===== config.mk =====
export PLATFORM = sky130hd
export DESIGN_NAME = ctrl_pipe_regs
export DESIGN_NICKNAME = d
export VERILOG_FILES = /design/src/rtl/ctrl_pkg.sv /design/src/rtl/ctrl_stage_reg.sv /design/src/rtl/ctrl_pipe_regs.sv
export SDC_FILE = /design/constraint.sdc
export NUM_CORES = 1
export LEC_CHECK = 0
export CAP_MARGIN = 20
export CORE_MARGIN = 5
export CORE_UTILIZATION = 45
export CTS_CLUSTER_DIAMETER = 100
export DETAILED_ROUTE_END_ITERATION = 7
export MAX_ROUTING_LAYER = met4
export PLACE_DENSITY = 0.78
export SKIP_LAST_GASP = 1
export SYNTH_ARGS = -nofsm -noshare
export SYNTH_HDL_FRONTEND = slang
export SYNTH_SLANG_ARGS = --single-unit

===== constraint.sdc =====
create_clock -name clk -period 2.35 [get_ports clk]
set_input_delay 0.235 -clock clk [delete_from_list [all_inputs] [get_ports clk]]
set_output_delay 0.235 -clock clk [all_outputs]
set_load 0.02 [all_outputs]

===== src/rtl/ctrl_pkg.sv =====
// rtl/ctrl_pkg.sv - shared control-word type and constants for the pipeline control registers
package ctrl_pkg;

    typedef struct packed {
        logic       valid;
        logic       regwrite;
        logic       regdst;
        logic       alusrc;
        logic       branch;
        logic       memwrite;
        logic       memtoreg;
        logic [1:0] aluop;
    } ctrl_t;

    localparam logic [1:0] ALUOP_ADD   = 2'b00;
    localparam logic [1:0] ALUOP_SUB   = 2'b01;
    localparam logic [1:0] ALUOP_FUNCT = 2'b10;

    localparam ctrl_t CTRL_BUBBLE = '0;

endpackage


===== src/rtl/ctrl_stage_reg.sv =====
// rtl/ctrl_stage_reg.sv - one pipeline control-word register with synchronous bubble insertion
module ctrl_stage_reg
    import ctrl_pkg::*;
(
    input  logic  clk,
    input  logic  rst_n,
    input  logic  clr,
    input  ctrl_t d,
    output ctrl_t q
);

    // Capture the upstream word, or a bubble when this slot is being killed
    always_ff @(posedge clk or negedge rst_n) begin
        if (!rst_n) begin
            q <= CTRL_BUBBLE;
        end else if (clr) begin
            q <= CTRL_BUBBLE;
        end else begin
            q <= d;
        end
    end

endmodule


===== src/rtl/ctrl_pipe_regs.sv =====
// rtl/ctrl_pipe_regs.sv - ID/EX, EX/MEM, MEM/WB control registers with bubbles, PCSrc and counters
module ctrl_pipe_regs
    import ctrl_pkg::*;
#(
    parameter int CNT_W = 32
) (
    input  logic             clk,
    input  logic             rst_n,
    input  logic             valid_d,
    input  logic             regwrite_d,
    input  logic             regdst_d,
    input  logic             alusrc_d,
    input  logic             branch_d,
    input  logic             memwrite_d,
    input  logic             memtoreg_d,
    input  logic [1:0]       aluop_d,
    input  logic             stall_d,
    input  logic             zero_m,
    output logic             regdst_e,
    output logic             alusrc_e,
    output logic [1:0]       aluop_e,
    output logic             regwrite_e,
    output logic             memtoreg_e,
    output logic             memwrite_m,
    output logic             regwrite_m,
    output logic             pcsrc_m,
    output logic             regwrite_w,
    output logic             memtoreg_w,
    output logic             valid_e,
    output logic             valid_w,
    output logic [CNT_W-1:0] retired_cnt,
    output logic [CNT_W-1:0] squash_cnt
);

    localparam logic [CNT_W-1:0] CNT_MAX = '1;

    ctrl_t decWord;
    ctrl_t idEx;
    ctrl_t exMem;
    ctrl_t memWb;
    logic  idExClr;
    logic  [1:0] squashInc;
    logic  [CNT_W+1:0] squashSum;

    // Pack the decoder fields into one control word
    always_comb begin
        decWord          = CTRL_BUBBLE;
        decWord.valid    = valid_d;
        decWord.regwrite = regwrite_d;
        decWord.regdst   = regdst_d;
        decWord.alusrc   = alusrc_d;
        decWord.branch   = branch_d;
        decWord.memwrite = memwrite_d;
        decWord.memtoreg = memtoreg_d;
        decWord.aluop    = aluop_d;
    end

    // A taken branch kills ID and EX; a stall or an empty ID slot only bubbles EX
    assign pcsrc_m = exMem.branch & zero_m;
    assign idExClr = pcsrc_m | stall_d | ~valid_d;

    ctrl_stage_reg u_id_ex (
        .clk   (clk),
        .rst_n (rst_n),
        .clr   (idExClr),
        .d     (decWord),
        .q     (idEx)
    );

    ctrl_stage_reg u_ex_mem (
        .clk   (clk),
        .rst_n (rst_n),
        .clr   (pcsrc_m),
        .d     (idEx),
        .q     (exMem)
    );

    ctrl_stage_reg u_mem_wb (
        .clk   (clk),
        .rst_n (rst_n),
        .clr   (1'b0),
        .d     (exMem),
        .q     (memWb)
    );

    assign regdst_e   = idEx.regdst;
    assign alusrc_e   = idEx.alusrc;
    assign aluop_e    = idEx.aluop;
    assign regwrite_e = idEx.regwrite;
    assign memtoreg_e = idEx.memtoreg;
    assign valid_e    = idEx.valid;
    assign memwrite_m = exMem.memwrite;
    assign regwrite_m = exMem.regwrite;
    assign regwrite_w = memWb.regwrite;
    assign memtoreg_w = memWb.memtoreg;
    assign valid_w    = memWb.valid;

    // The ID slot is counted once even when stall and flush coincide
    assign squashInc = {1'b0, valid_d & (stall_d | pcsrc_m)} + {1'b0, valid_e & pcsrc_m};
    assign squashSum = {2'b00, squash_cnt} + {{CNT_W{1'b0}}, squashInc};

    // Saturating counters of retired and squashed instructions
    always_ff @(posedge clk or negedge rst_n) begin
        if (!rst_n) begin
            retired_cnt <= '0;
            squash_cnt  <= '0;
        end else begin
            if (valid_w && (retired_cnt != CNT_MAX)) begin
                retired_cnt <= retired_cnt + CNT_W'(1);
            end
            if (squashSum > {2'b00, CNT_MAX}) begin
                squash_cnt <= CNT_MAX;
            end else begin
                squash_cnt <= squashSum[CNT_W-1:0];
            end
        end
    end

endmodule


==> results.json, run 1 <==
{
  "postSynthRegisterBits": 81,
  "path_max_fanout": 7,
  "status": "complete, but fails checks",
  "total_area_of_multi_input_combinational_cells_um2": 1667,
  "synth_area_per_cell_um2": 10.60,
  "timing.final.setup_violations": 19,
  "finalHoldViolCount": 0,
  "start_kind": "input port",
  "dominantRegCellSynth": "dfrtp_1",
  "detail_route.vias_per_cell": 5.335,
  "rsz0062_at_grt": "true",
  "synth_largest_area_cell": "dfrtp_1",
  "placement_rows": 33,
  "grt_start_max_net_pins": 43,
  "timing.max_cap.violations": 0,
  "design.die.area_um2": 10190,
  "clock_skew_ps": 9.740,
  "cp-end-kind": "flip-flop",
  "tritoncts": "done",
  "ys.warnings.count": 0,
  "register_area_um2": 2027,
  "achievable-frequency_ghz": 0.4152,
  "total_power_mw": 3.377,
  "power_share_of_the_sequential_group_pct": 48.8,
  "total_leakage_power_nw": 2.314,
  "grt_overflow_total": 0,
  "post_synth_num_cell_types": 40,
  "number_of_port_buffers": 89,
  "postPlaceCellArea_um2": 4891,
  "initial_core_util_pct": 45.75,
  "cts_max_path_buffers": 2,
  "min-delay-path-class": "flip-flop to flip-flop",
  "final.setup.worst_slack_ps": -58.34,
  "post_synth_main_area_contributors": "dfrtp_1 54%, xnor2_1 6.4%, nand2_1 5.3%, xor2_1 4.9%, nand3_1 3.1%",
  "ctsRootBufferMaster": "clkbuf_8",
  "pin_count": 90,
  "comb_power_share_pct": 20.4,
  "timing.critical_path.cells": "clkdlybuf4s50_1, nand2_2, inv_4, o21ai_4, fa_2, inv_2, ha_4, nand4_1, nor4_4, nor3b_4, nand4_1, buf_2, nand2_1",
  "die_y_um": 100.9,
  "routed_wire_length_per_instance_um": 15.01,
  "async_flop_share_pct": 100.0,
  "post_route_cells_drive_above_1_share_pct": 14.14,
  "worstSkewPairLatency_ps": 350,
  "power_switching_share_pct": 30.36,
  "cts_buffer_count": 9,
  "layout_min_cycle_time_ps": 2408,
  "n_fill_cell": 644,
  "mappedNetlistNets": 367,
  "failed_checks": "negative setup slack",
  "crit_path_frequent_cell": "nand4_1",
  "clk_pin_slew_worst_paths_ps": 90,
  "finish.net_count": 485,
  "slew_headroom_pct": 65.54,
  "timing_worst_setup_path_type": "input port to flip-flop",
  "die_x_um": 100.9,
  "synth.yosys.seq_area_share_pct": 54.47,
  "vdd_ir_drop_max_mv": 0.5195,
  "placedCellCount": 558,
  "power_frac_clock_pct": 30.8,
  "synthesis.instances": 351,
  "detailedRoute.firstPassIterationCount": 4,
  "dr_total_vias": 3089,
  "global_placement_routability_congestion": 0.8740,
  "slew_viol_final": 0,
  "place_hpwl_um": 6313,
  "instances_no_fill": 579,
  "synth_edf_count": 0,
  "wirelength_um": 8693,
  "cts.sink_count": 81,
  "final_area_um2": 5179,
  "finalCritPeriodShare_pct": 102.5,
  "finalSetupTns_ps": -590.3,
  "path_delay_family": "simple AND/OR/NAND/NOR gates",
  "netlist.area_leader.share_pct": 54.47,
  "path_buf_inv": 4,
  "synthTopCellsByCount": "81 x dfrtp_1, 53 x nand2_1, 27 x xnor2_1",
  "final_antenna_net_count": 0,
  "detailedRoute.firstIterationViolations": 133,
  "power_per_cell_area_nw_per_um2": 652.0,
  "worstMarginPinSlew_ps": 516.9,
  "number_of_antenna_violations_at_the_first_check_in_global_routing": 0,
  "worst-endpoint-arrival_ps": 2690,
  "syn_to_final_growth_pct": 39.17,
  "cell_internal_pwr_mw": 2.351,
  "drt_drc_violations_left": 0,
  "timing.critical_path.required_ps": 2640,
  "yosys.cell_count.top_type": "dfrtp_1",
  "slowest_stage_delay_cp_ps": 480,
  "power_dissipated_by_switching_net_loads_mw": 1.025,
  "core-area_um2": 8134,
  "htree_num_levels": 3,
  "cell_type_of_the_slowest_stage_on_the_worst_timing_path": "clkdlybuf4s50_1",
  "syn-cell-area_um2": 3721,
  "grt.total_usage_pct": 18.47,
  "final_antenna_diode_count": 0,
  "grt_first_pass_wirelength_um": 14680,
  "via_count_of_the_first_global_routing_pass": 3113
}
[power by group through the flow]
stage                     Sequential, mW  Clock (mW)  Combinational [mW]
after floorplan                     1.77           0               0.184
after global placement              1.66           0               0.660
after detailed placement            1.66           0               0.679
after CTS                           1.64        1.07               0.683
after global routing                1.67        1.13               0.755
final                               1.65        1.04               0.689
[what timing repair did]
action | in CTS | in global routing
gates cloned | 0 | 1
resized for setup | 1 | 10
hold buffers | 1 | 0
setup buffers | 2 | 3
pin swaps | 0 | 1
hold endpoints to repair | 39 | 0
setup endpoints to repair | 2 | 31
[worst register-to-register path: cells and delay by family (launching register included)]
kind	cells	cell delay, ps
AND/OR/NAND/NOR	6	1030
adder cells (fa/ha/maj)	2	480
buffers and inverters	3	410
flip-flops	1	350
AO/OA/AOI/OAI	1	50
[worst paths after layout]
| kind | start | endpoint | slack [ps] | depth (start not counted) |
|---|---|---|---|---|
| min in group asynchronous | rst_n | retired_cnt[24] | 380 | 2 |
| hold / removal | u_ex_mem.q[2] | u_mem_wb.q[2] | 360 | 0 |
| setup reg to reg | u_ex_mem.q[4] | squash_cnt[22] | -40 | 12 |
| max in group asynchronous | rst_n | squash_cnt[7] | 1370 | 3 |
| hold reg to reg | u_ex_mem.q[2] | u_mem_wb.q[2] | 360 | 0 |
| setup / recovery | zero_m | squash_cnt[22] | -60 | 13 |
[cell type report]
type                       count  share of cell area [%]
clock buffer                   9                   2.392
clock inverter                 7                   1.522
inverter                       7                  0.5557
sequential                    81                   39.14
multi-input combinational    252                   32.18
tap                          105                   2.537
timing repair buffer         118                   21.67
[metal layers]
layer	GRT usage [%]	up-vias	routed length (um)
met5	-	-	0
met4	8.180	0	153
met3	4.360	15	472
met2	28.76	86	4209
met1	22.97	1528	3858
li1	-	1460	-
[registers in the layout, indices dropped and copies added (netlist names)]
signal	cells
retired_cnt	32
squash_cnt	32
u_ex_mem.q	5
u_id_ex.q	9
u_mem_wb.q	3
[layout by cell type, fill, tap and decap left out, types with 9 or more instances in the layout]
cell / n
a31oi_1: 9
and2_1: 16
buf_4: 26
clkbuf_8: 9
clkdlybuf4s50_1: 88
dfrtp_1: 81
nand2_1: 51
nand3_1: 22
nand4_1: 14
nor2_1: 17
nor3_1: 9
xnor2_1: 27
xor2_1: 21
[stage by stage]
stage,hold WS (ps),setup WS (ps),utilization (%)
floorplan,-60.59,7.845,-
global placement,242.4,-269.7,60.13
detailed placement,246.9,-382.4,60.13
CTS,358.0,-7.255,62.97
global route,362.8,-223.0,63.67
finish,355.0,-58.34,63.67
[logic make-up (layout without fill, tap and decap cells)]
family | count (synthesis) | in the layout | share of synthesized area (%)
and+or+nand+nor | 173 | 173 | 24.78
DFF | 81 | 81 | 54.47
xor gates and xnor gates | 48 | 48 | 11.30
AOI/OAI and AO/OA | 25 | 25 | 4.842
buffers and inverters | 18 | 141 | 2.488
adders and majority gates | 3 | 3 | 1.210
muxes | 3 | 3 | 0.9078
No activity file was read; power rests on OpenSTA's default activity.
==> run 2, diff against run 1 <==
GPL_ROUTABILITY_DRIVEN = 0   (was unset)
SLEW_MARGIN = 20   (was unset)
==> results of run 2 <==
No change in the layout: final DEF, timing and power equal those of run 1.
